### src/rtl/fetch_unit_pkg.sv
// Shared types and constants for the instruction-fetch front end.
package fetch_unit_pkg;

    localparam int unsigned DefPcWidth    = 17;
    localparam int unsigned DefInstrWidth = 32;

    // addi x0, x0, 0
    localparam logic [31:0] NOP_INSTR = 32'h0000_0013;

    // One buffered instruction together with the PC it was fetched from.
    typedef struct packed {
        logic [DefPcWidth-1:0]    pc;
        logic [DefInstrWidth-1:0] instr;
    } fetch_entry_t;

    // Fetch-to-decode handshake bundle at default widths.
    typedef struct packed {
        logic         valid;
        logic         ready;
        fetch_entry_t entry;
    } f2d_hs_t;

endpackage

### src/rtl/fetch_unit_if.sv
// Bus bundle between the fetch unit and its environment: program-memory port,
// redirect input from execute and the fetch-to-decode handshake.
interface fetch_unit_if #(
    parameter int unsigned PC_WIDTH    = 17,
    parameter int unsigned INSTR_WIDTH = 32
) ();

    logic                   imem_req_out;
    logic [PC_WIDTH-1:0]    imem_addr_out;
    logic [INSTR_WIDTH-1:0] imem_instr_in;
    logic                   redirect_valid_in;
    logic [PC_WIDTH-1:0]    redirect_pc_in;
    logic                   f2d_valid_out;
    logic                   f2d_ready_in;
    logic [PC_WIDTH-1:0]    f2d_pc_out;
    logic [INSTR_WIDTH-1:0] f2d_instr_out;

    modport master (
        output imem_req_out,
        output imem_addr_out,
        input  imem_instr_in,
        input  redirect_valid_in,
        input  redirect_pc_in,
        output f2d_valid_out,
        input  f2d_ready_in,
        output f2d_pc_out,
        output f2d_instr_out
    );

    modport slave (
        input  imem_req_out,
        input  imem_addr_out,
        output imem_instr_in,
        output redirect_valid_in,
        output redirect_pc_in,
        input  f2d_valid_out,
        output f2d_ready_in,
        input  f2d_pc_out,
        input  f2d_instr_out
    );

endinterface

### src/rtl/fetch_queue_fifo.sv
// Synchronous instruction FIFO with flush, occupancy count and a registered head
// entry so consumers never see a combinational path from pop to head.
module fetch_queue_fifo
    import fetch_unit_pkg::*;
#(
    parameter int unsigned Depth = 4,
    parameter type         entry_t = fetch_entry_t
) (
    input  logic                         clk_i,
    input  logic                         rst_ni,
    input  logic                         push_i,
    input  entry_t                       push_data_i,
    input  logic                         pop_i,
    input  logic                         flush_i,
    output logic [$clog2(Depth+1)-1:0]   count_o,
    output logic                         head_valid_o,
    output entry_t                       head_o
);

    localparam int unsigned PtrWidth = $clog2(Depth);
    localparam int unsigned CntWidth = $clog2(Depth + 1);

    entry_t                mem_q [Depth];
    entry_t                mem_d [Depth];
    logic [PtrWidth-1:0]   wr_ptr_q, wr_ptr_d;
    logic [PtrWidth-1:0]   rd_ptr_q, rd_ptr_d;
    logic [CntWidth-1:0]   count_q, count_d;
    logic                  head_valid_q, head_valid_d;
    entry_t                head_q, head_d;
    logic                  push_eff, pop_eff;

    // Next-state: pointer/count update, then look ahead to the next head entry.
    always_comb begin
        mem_d    = mem_q;
        wr_ptr_d = wr_ptr_q;
        rd_ptr_d = rd_ptr_q;
        count_d  = count_q;
        pop_eff  = pop_i && (count_q != '0);
        // A push into a full queue is only legal when the head leaves the same cycle.
        push_eff = push_i && ((count_q != CntWidth'(Depth)) || pop_eff);
        if (flush_i) begin
            wr_ptr_d = '0;
            rd_ptr_d = '0;
            count_d  = '0;
        end else begin
            if (push_eff) begin
                mem_d[wr_ptr_q] = push_data_i;
                wr_ptr_d        = wr_ptr_q + PtrWidth'(1);
            end
            if (pop_eff) begin
                rd_ptr_d = rd_ptr_q + PtrWidth'(1);
            end
            count_d = count_q + CntWidth'(push_eff) - CntWidth'(pop_eff);
        end
        head_valid_d = (count_d != '0);
        // The incoming entry becomes head when it lands exactly at the new read pointer.
        head_d = (push_eff && !flush_i && (wr_ptr_q == rd_ptr_d)) ? push_data_i
                                                                   : mem_q[rd_ptr_d];
    end

    // Control and head registers with synchronous reset.
    always_ff @(posedge clk_i) begin
        if (!rst_ni) begin
            wr_ptr_q     <= '0;
            rd_ptr_q     <= '0;
            count_q      <= '0;
            head_valid_q <= 1'b0;
            head_q       <= '0;
        end else begin
            wr_ptr_q     <= wr_ptr_d;
            rd_ptr_q     <= rd_ptr_d;
            count_q      <= count_d;
            head_valid_q <= head_valid_d;
            head_q       <= head_d;
        end
    end

    // Storage array; contents are qualified by count, so no reset needed.
    always_ff @(posedge clk_i) begin
        mem_q <= mem_d;
    end

    assign count_o      = count_q;
    assign head_valid_o = head_valid_q;
    assign head_o       = head_q;

endmodule

### src/rtl/fetch_unit.sv
// Instruction-fetch front end: credit-based sequential fetch from a fixed-latency
// program memory, in-flight tracking, instruction FIFO and redirect flush.
// Optional build macro FETCH_PERF_EN adds fetched/flushed performance counters.
module fetch_unit
    import fetch_unit_pkg::*;
#(
    parameter int unsigned         PC_WIDTH    = 17,
    parameter int unsigned         INSTR_WIDTH = 32,
    parameter int unsigned         MEM_LATENCY = 2,
    parameter int unsigned         QUEUE_DEPTH = 4,
    parameter logic [PC_WIDTH-1:0] RESET_PC    = '0
) (
    input  logic        clk_in,
    input  logic        rst_in,
    fetch_unit_if.master bus
`ifdef FETCH_PERF_EN
    ,
    output logic [31:0] perf_fetched_out,
    output logic [31:0] perf_flushed_out
`endif
);

    localparam int unsigned CntWidth = $clog2(QUEUE_DEPTH + 1);

    typedef struct packed {
        logic [PC_WIDTH-1:0]    pc;
        logic [INSTR_WIDTH-1:0] instr;
    } entry_t;

    typedef struct packed {
        logic                valid;
        logic [PC_WIDTH-1:0] pc;
    } pipe_t;

    logic [PC_WIDTH-1:0] fetch_pc_q, fetch_pc_d;
    pipe_t               pipe_q [MEM_LATENCY];
    pipe_t               pipe_d [MEM_LATENCY];

    logic                redirect;
    logic [PC_WIDTH-1:0] target;
    logic [PC_WIDTH-1:0] issue_pc;
    logic                issue;
    logic [31:0]         inflight;
    logic                push, pop;
    entry_t              push_entry;
    logic [CntWidth-1:0] fifo_count;
    logic                head_valid;
    entry_t              head;
    logic                unused_redirect_lsb;

    // Issue decision: redirect always issues, otherwise only with a free credit.
    always_comb begin
        redirect            = bus.redirect_valid_in;
        target              = {bus.redirect_pc_in[PC_WIDTH-1:2], 2'b00};
        unused_redirect_lsb = ^bus.redirect_pc_in[1:0];
        inflight            = '0;
        for (int i = 0; i < int'(MEM_LATENCY); i++) begin
            inflight = inflight + 32'(pipe_q[i].valid);
        end
        issue    = rst_in && (redirect || ((32'(fifo_count) + inflight) < QUEUE_DEPTH));
        issue_pc = redirect ? target : fetch_pc_q;
        fetch_pc_d = issue ? (issue_pc + PC_WIDTH'(4)) : fetch_pc_q;
        bus.imem_req_out  = issue;
        bus.imem_addr_out = issue_pc;
    end

    // In-flight shift register; a redirect kills everything older than its own request.
    always_comb begin
        for (int i = 0; i < int'(MEM_LATENCY); i++) begin
            pipe_d[i] = '0;
        end
        pipe_d[0].valid = issue;
        pipe_d[0].pc    = issue_pc;
        for (int i = 1; i < int'(MEM_LATENCY); i++) begin
            pipe_d[i]       = pipe_q[i-1];
            pipe_d[i].valid = pipe_q[i-1].valid && !redirect;
        end
    end

    // Response capture and decode handshake; both are void on a redirect cycle.
    always_comb begin
        push             = pipe_q[MEM_LATENCY-1].valid && !redirect;
        push_entry.pc    = pipe_q[MEM_LATENCY-1].pc;
        push_entry.instr = bus.imem_instr_in;
        pop              = bus.f2d_ready_in && head_valid && !redirect;
    end

    // Fetch PC and in-flight state registers.
    always_ff @(posedge clk_in) begin
        if (!rst_in) begin
            fetch_pc_q <= RESET_PC;
            for (int i = 0; i < int'(MEM_LATENCY); i++) begin
                pipe_q[i] <= '0;
            end
        end else begin
            fetch_pc_q <= fetch_pc_d;
            pipe_q     <= pipe_d;
        end
    end

    fetch_queue_fifo #(
        .Depth   (QUEUE_DEPTH),
        .entry_t (entry_t)
    ) u_queue (
        .clk_i        (clk_in),
        .rst_ni       (rst_in),
        .push_i       (push),
        .push_data_i  (push_entry),
        .pop_i        (pop),
        .flush_i      (redirect),
        .count_o      (fifo_count),
        .head_valid_o (head_valid),
        .head_o       (head)
    );

    // Decode-facing outputs driven from the registered FIFO head.
    always_comb begin
        bus.f2d_valid_out = head_valid;
        bus.f2d_pc_out    = head_valid ? head.pc : '1;
        bus.f2d_instr_out = head_valid ? head.instr : INSTR_WIDTH'(NOP_INSTR);
    end

`ifdef FETCH_PERF_EN
    logic [31:0] fetched_q, fetched_d;
    logic [31:0] flushed_q, flushed_d;

    // Counters: FIFO pushes and entries (queued or in flight) discarded by redirects.
    always_comb begin
        fetched_d = fetched_q + 32'(push);
        flushed_d = flushed_q;
        if (redirect) begin
            flushed_d = flushed_q + 32'(fifo_count) + inflight;
        end
    end

    // Performance counter registers.
    always_ff @(posedge clk_in) begin
        if (!rst_in) begin
            fetched_q <= '0;
            flushed_q <= '0;
        end else begin
            fetched_q <= fetched_d;
            flushed_q <= flushed_d;
        end
    end

    assign perf_fetched_out = fetched_q;
    assign perf_flushed_out = flushed_q;
`endif

endmodule

### src/flat_wrapper.sv
// flat-port wrapper written by rule: the top's interface ports become plain ports
module fetch_unit_flat import fetch_unit_pkg::*;
#(
    parameter int unsigned         PC_WIDTH    = 17,
    parameter int unsigned         INSTR_WIDTH = 32,
    parameter int unsigned         MEM_LATENCY = 2,
    parameter int unsigned         QUEUE_DEPTH = 4,
    parameter logic [PC_WIDTH-1:0] RESET_PC    = '0
)
  (clk_in, rst_in, bus_imem_req_out, bus_imem_addr_out, bus_imem_instr_in, bus_redirect_valid_in, bus_redirect_pc_in, bus_f2d_valid_out, bus_f2d_ready_in, bus_f2d_pc_out, bus_f2d_instr_out);
  fetch_unit_if #(.PC_WIDTH(PC_WIDTH), .INSTR_WIDTH(INSTR_WIDTH)) bus_i ();
  input  logic clk_in;
  input  logic rst_in;
  output wire logic [$bits(bus_i.imem_req_out)-1:0] bus_imem_req_out;
  output wire logic [$bits(bus_i.imem_addr_out)-1:0] bus_imem_addr_out;
  input wire logic [$bits(bus_i.imem_instr_in)-1:0] bus_imem_instr_in;
  input wire logic [$bits(bus_i.redirect_valid_in)-1:0] bus_redirect_valid_in;
  input wire logic [$bits(bus_i.redirect_pc_in)-1:0] bus_redirect_pc_in;
  output wire logic [$bits(bus_i.f2d_valid_out)-1:0] bus_f2d_valid_out;
  input wire logic [$bits(bus_i.f2d_ready_in)-1:0] bus_f2d_ready_in;
  output wire logic [$bits(bus_i.f2d_pc_out)-1:0] bus_f2d_pc_out;
  output wire logic [$bits(bus_i.f2d_instr_out)-1:0] bus_f2d_instr_out;
  assign bus_imem_req_out = bus_i.imem_req_out;
  assign bus_imem_addr_out = bus_i.imem_addr_out;
  assign bus_i.imem_instr_in = bus_imem_instr_in;
  assign bus_i.redirect_valid_in = bus_redirect_valid_in;
  assign bus_i.redirect_pc_in = bus_redirect_pc_in;
  assign bus_f2d_valid_out = bus_i.f2d_valid_out;
  assign bus_i.f2d_ready_in = bus_f2d_ready_in;
  assign bus_f2d_pc_out = bus_i.f2d_pc_out;
  assign bus_f2d_instr_out = bus_i.f2d_instr_out;
  fetch_unit #(.PC_WIDTH(PC_WIDTH), .INSTR_WIDTH(INSTR_WIDTH), .MEM_LATENCY(MEM_LATENCY), .QUEUE_DEPTH(QUEUE_DEPTH), .RESET_PC(RESET_PC)) u_core (.clk_in(clk_in), .rst_in(rst_in), .bus(bus_i));
endmodule
### config.mk
export PLATFORM = sky130hd
export DESIGN_NAME = fetch_unit_flat
export DESIGN_NICKNAME = d
export VERILOG_FILES = /design/src/rtl/fetch_unit_pkg.sv /design/src/rtl/fetch_unit_if.sv /design/src/rtl/fetch_queue_fifo.sv /design/src/rtl/fetch_unit.sv /design/src/flat_wrapper.sv
export SDC_FILE = /design/constraint.sdc
export NUM_CORES = 1
export LEC_CHECK = 0
export ABC_AREA = 0
export BUFFER_PORTS_ARGS = -buffer_cell sky130_fd_sc_hd__buf_2
export CORE_UTILIZATION = 41
export CTS_BUF_LIST = sky130_fd_sc_hd__clkbuf_8
export CTS_CLUSTER_SIZE = 40
export DETAILED_ROUTE_END_ITERATION = 8
export PLACE_DENSITY = 0.54
export SLEW_MARGIN = 20
export SYNTH_ARGS = -nofsm -noshare
export SYNTH_HDL_FRONTEND = slang
export SYNTH_SLANG_ARGS = --single-unit
### constraint.sdc
create_clock -name clk_in -period 4.4 [get_ports clk_in]
set_input_delay 0.66 -clock clk_in [delete_from_list [all_inputs] [get_ports clk_in]]
set_output_delay 0.66 -clock clk_in [all_outputs]
set_load 0.005 [all_outputs]
Word level (Yosys, flattened, before mapping). Index checks and enable logic that the tools add are counted.

$add $sub $neg: 7. Order comparisons: 4. Eq/ne operators: 2. Muxes and demuxes: 13. Bitwise gates (word level): 4. Reductions and logical operators: 17.

Operator list (number): 196-bit bitwise mux (1); 49-bit 2-to-1 mux (4); 49-bit binary-select mux with 2-bit select (1); 49-bit demux with 2-bit select (1); 17-bit 2-to-1 mux (2); 3-bit by 32-bit adder with 32-bit output (1); 32-bit by 3-bit < comparator with 1-bit output, second input constant (1); 32-bit 2-to-1 mux (1); 17-bit by 3-bit adder with 17-bit output, second input constant (1); 1-bit logical AND (10); 3-bit greater-or-equal comparator, second input constant (2); 2-bit inverter with 3-bit output (2); 3-bit nonzero test (2); 2-bit by 1-bit adder with 2-bit output, second input constant (2); 2-bit 2-to-1 mux (2); 3-bit by 1-bit adder with 3-bit output (1); 3-bit by 1-bit < comparator with 1-bit output, second input constant (1); 3-bit 2-to-1 mux (1); 3-bit != test, second input constant (1); 3-bit by 1-bit subtractor with 3-bit output (1); 1-bit by 1-bit adder with 2-bit output (1); 2-bit == test (1); 1-bit logical OR (2); 1-bit inverter (2); 3 further kinds (3).

Bits in registers: 306. Input port bits: 53. Output and inout bits: 68. Logic and storage cells: 66.

Logic depth before layout (Yosys ltp).
Word-level depth: 10. Mapped depth: 15.

Modules after synthesis. Synthesis repeated with hierarchy kept, for this count alone.

Cell total of the unflattened synthesis: 998. Area total of the unflattened synthesis: 12744.7 um^2.

By module, submodules not included: fetch_queue_fifo (instances 1, cells an instance 702, area each 10164.7 um^2, sequential area each 7026.7 um^2); fetch_unit (instances 1, cells an instance 296, area each 2580.0 um^2, sequential area each 1061.0 um^2).

Worst setup path after synthesis. Ideal clock, no wire load.

Path type: in2reg. Start point: input port bus_redirect_valid_in. End point: register u_core.u_queue.head_valid_q (netlist: u_core.u_queue.head_valid_o). Data arrival time: 3.276 ns. Data required time: 4.273 ns. Path slack: 0.997 ns. Stages on the path: 15. Buffers on the path: 4. Cells stage by stage: buf_2 -> and3b_1 -> clkbuf_1 -> and2_1 -> clkbuf_1 -> clkbuf_1 -> ha_1 -> inv_1 -> ha_1 -> inv_1 -> fa_1 -> xor2_1 -> xnor2_1 -> nor2_1 -> or3_1.

Cells in the longest elaborated chain, start to end: 9.

Ends and longest elaborated chain: from (decl) (RTL line flat_wrapper.sv:17) `input wire logic [$bits(bus_i.redirect_valid_in)-1:0] bus_redirect_valid_in;`; 1-bit zero test (RTL line fetch_unit.sv:82, fetch_unit.sv:85); 1-bit logical AND (RTL line fetch_unit.sv:85) `pop = bus.f2d_ready_in && head_valid && !redirect;`; 1-bit logical AND (RTL line fetch_queue_fifo.sv:38) `pop_eff = pop_i && (count_q != '0);`; 1-bit logical OR (RTL line fetch_queue_fifo.sv:40) `push_eff = push_i && ((count_q != CntWidth'(Depth)) || pop_eff);`; 1-bit logical AND (RTL line fetch_queue_fifo.sv:40); 3-bit by 1-bit adder with 3-bit output (RTL line fetch_queue_fifo.sv:53) `count_d = count_q + CntWidth'(push_eff) - CntWidth'(pop_eff);`; 3-bit by 1-bit subtractor with 3-bit output (RTL line fetch_queue_fifo.sv:53); 3-bit 2-to-1 mux (*) (RTL line fetch_queue_fifo.sv:41) `if (flush_i) begin`; 3-bit nonzero test (*) (RTL line fetch_queue_fifo.sv:55) `head_valid_d = (count_d != '0);`; to (signal assigned) (RTL line fetch_queue_fifo.sv:73) `head_valid_q <= head_valid_d;`; to (decl) (RTL line fetch_queue_fifo.sv:28) `logic head_valid_q, head_valid_d;`.

Mark *: on every way between the ends. The rest lies on a longest branch, timed or not. A chain may end at the register's enable or synchronous reset.

Worst setup path in the final report.
Start point: register u_core.pipe_q[17] (netlist name). End point: output port bus_imem_req_out.

Cells in the longest elaborated chain, start to end: 5.

Ends and longest elaborated chain: from (decl) (RTL line fetch_unit.sv:36) `pipe_t pipe_q [MEM_LATENCY];`; from (signal assigned) (RTL line fetch_unit.sv:97) `pipe_q <= pipe_d;`; 1-bit by 1-bit adder with 2-bit output (RTL line fetch_unit.sv:58) `inflight = inflight + 32'(pipe_q[i].valid);`; 3-bit by 32-bit adder with 32-bit output (RTL line fetch_unit.sv:60) `issue = rst_in && (redirect || ((32'(fifo_count) + inflight) < QUEUE_DEPTH));`; 32-bit by 3-bit < comparator with 1-bit output (RTL line fetch_unit.sv:60); 1-bit logical OR (RTL line fetch_unit.sv:60); 1-bit logical AND (RTL line fetch_unit.sv:60); to (decl) (RTL line flat_wrapper.sv:14) `output wire logic [$bits(bus_i.imem_req_out)-1:0] bus_imem_req_out;`.

No other way between the ends.

==> impl_metrics.json <==
{
  "status": "finished clean",
  "cts.sinks": 306,
  "endpoint_kind": "output port",
  "cts_tree": "built",
  "vias_per_cell": 5.377,
  "fillers": 3122,
  "grt_use_total_pct": 19.67,
  "ys_types": 46,
  "peakVddDrop_mv": 0.1996,
  "grt_pass1_vias": 9709,
  "htreeDepth": 2,
  "final_cell_mix": "edfxtp_1, nor2_1, buf_2",
  "yosys_warnings": 0,
  "firstDrtPassIters": 7,
  "arrival_ps": 2750,
  "grt_overflow": 0,
  "post-cts-setup-buffer-count": 0,
  "final_util_pct": 47.27,
  "synthToLayoutAreaGrowth_pct": 12.94,
  "grt_pass1_wl_um": 54490,
  "rrSetupSlack_ps": 1330,
  "clock_skew_ps": 14.66,
  "netSwitchingFraction_pct": 22.56,
  "synth.avg_cell_area_um2": 11.06,
  "drt-wirelength-per-cell_um": 18.93,
  "multi_input_area_um2": 5369,
  "synth_seq_cells": 306,
  "antenna_found_initial": 1,
  "dpl.hpwl_um": 18350,
  "initial_utilization_pct": 41.85,
  "drc_errors": 0,
  "worstSetupPathType": "reg -> out",
  "power_density_nw_per_um2": 367.1,
  "intPower_uw": 4529,
  "path_cells": "ha_1, ha_1, a311oi_1, or2_2, nand2_1, inv_1, buf_2",
  "die_w_um": 187.5,
  "max-slew-margin-rel_pct": 24.15,
  "power.leakage_uw": 0.005679,
  "synth_nets": 1338,
  "fmax_mhz": 293.1,
  "tns_ps": 0,
  "die_h_um": 187.5,
  "gp_congestion": 0.7454,
  "p_seq_share_pct": 53.6,
  "nets": 1408,
  "crit_top_cell": "ha_1",
  "tightest_slew_ps": 1138,
  "finalHoldViolCount": 0,
  "start_kind": "flop",
  "final-seq-area_um2": 8097,
  "critPathSlowestCell": "a311oi_1",
  "drv_slew": 0,
  "drive_gt1_share_pct": 16.67,
  "synth_area_um2": 14100,
  "clockRootBuffer": "clkbuf_8",
  "fin_crit_ps": 3412,
  "cp_max_fo": 9,
  "vias": 9867,
  "yosysSeqAreaShare_pct": 57.35,
  "final_antenna_net_count": 0,
  "synthCells": 1275,
  "final_common_cell": "edfxtp_1",
  "drt_iter0_markers": 512,
  "cts_buffer_depth": 3,
  "ios": 121,
  "cts_resized": 0,
  "die_area_um2": 35150,
  "synthFlopType": "edfxtp_1",
  "ys_async_sr_fraction_pct": 0,
  "wl_um": 34740,
  "critical_path_required_ps": 3740,
  "hold_path_class": "in -> reg",
  "fin_crit_sh_pct": 77.53,
  "cap_violations": 0,
  "clock_power_share_pct": 41.5,
  "row_count": 67,
  "rsz0062_at_grt": "false",
  "combPwrFrac_pct": 4.9,
  "io_buffers": 118,
  "switchingPower_uw": 1319,
  "slowest_delay_ps": 560,
  "synth_edf_count": 196,
  "clk_pin_slew_ps": 60,
  "cts_inserted_buffers": 53,
  "setup_viol": 0,
  "clk_latency_ps": 570,
  "postCtsHoldBufs": 0,
  "core_um2": 33700,
  "grt_max_degree": 217
}
==> power by group through the flow <==
stage          Sequential (µW)  Clock [µW]  Combinational, µW
2_1_floorplan             3180           0                196
3_3_place_gp              3190           0                287
3_5_place_dp              3190           0                292
4_1_cts                   3130        2500                293
5_1_grt                   3140        2640                323
6_report                  3130        2430                289
==> Yosys cell counts (all sizes together) (3+ instances only) <==
cell / number / area share, %
inv: 23 / 0.61
edfxtp: 196 / 42
and2: 63 / 2.8
xnor2: 14 / 0.87
o31ai: 49 / 2.6
a21oi: 52 / 1.8
nor2: 121 / 3.2
ha: 9 / 0.80
a211oi: 4 / 0.21
nand3: 16 / 0.57
mux2: 4 / 0.32
nand2b: 20 / 0.89
xor2: 3 / 0.19
or3: 3 / 0.13
o2111ai: 49 / 3.0
dfxtp: 110 / 16
a211o: 49 / 3.0
nor2b: 52 / 2.3
o21ai: 58 / 2.1
mux2i: 110 / 7.8
nand3b: 5 / 0.27
nor3: 49 / 1.7
clkbuf: 86 / 2.3
buf: 40 / 1.8
nand2: 68 / 1.8
a21boi: 4 / 0.21
==> final timing paths <==
check | from | end | depth (start not counted)
max | u_core.pipe_q[17] | bus_imem_req_out | 7
min | bus_imem_instr_in[11] | u_core.u_queue.mem_q[158] | 1
min reg2reg | u_core.pipe_d[8] | u_core.pipe_q[8] | 1
max reg2reg | u_core.u_queue.head_valid_o | u_core.u_queue.head_valid_o | 12
==> flip-flops by register name (all words and copies together), names as in the netlist, 2 cells and up <==
signal / cells
u_core.u_queue.mem_q: 196
u_core.u_queue.head_o: 49
u_core.pipe_q: 19
u_core.fetch_pc_q: 17
u_core.pipe_d: 17
u_core.u_queue.count_o: 3
u_core.u_queue.rd_ptr_q: 2
u_core.u_queue.wr_ptr_q: 2
==> metal layers <==
layer | track usage (%) | up-vias | wire length (µm)
li1 | - | 4781 | -
met1 | 25.40 | 4798 | 16010
met2 | 33.19 | 231 | 16400
met3 | 3.659 | 57 | 1614
met4 | 6.504 | 0 | 709
met5 | 0 | - | 0
==> final cells by class <==
cell class                      instances  share of cell area, %
Timing Repair Buffer                  141                  5.082
Clock buffer                           61                  5.271
Tap cell                              448                  3.519
Clock inverter                         35                  1.037
Inverter                               23                 0.5420
Sequential cell                       306                  50.83
Multi-Input combinational cell        820                  33.71
Antenna cell                            1                0.01571
==> stage by stage <==
stage                     power (µW)  worst slack [ps]  hold WS, ps  std cells  cell area (µm²)
after floorplan                 3380             996.7        411.9       1275            14100
after global placement          3478              1081        415.8       1738            14920
after detailed placement        3484              1022        419.1       1738            14920
after CTS                       5925             936.3        283.2       1834            15920
after global routing            6099             845.4        299.5       1835            15930
final                           5848             988.5        327.0       1835            15930
==> kinds of logic (layout without fill, tap and decap cells) <==
kind of cell	Yosys count	after routing	synth area share [%]
flops	306	306	57.35
simple gates	407	407	14.34
other cells	0	1	0
fa+ha+maj	10	10	0.9404
mux	114	114	8.126
compound gates	272	272	13.49
buf+inv	149	260	4.702
xor+xnor	17	17	1.056
==> critical path: cells and delay by family (launching register included) <==
| kind | cells | cell delay (ps) |
|---|---|---|
| adder cells (fa/ha/maj) | 2 | 460 |
| buffers and inverters | 2 | 250 |
| AND/OR/NAND/NOR | 2 | 600 |
| flip-flops | 1 | 330 |
| AO/OA/AOI/OAI | 1 | 560 |
No activity file was read; power rests on OpenSTA's default activity.
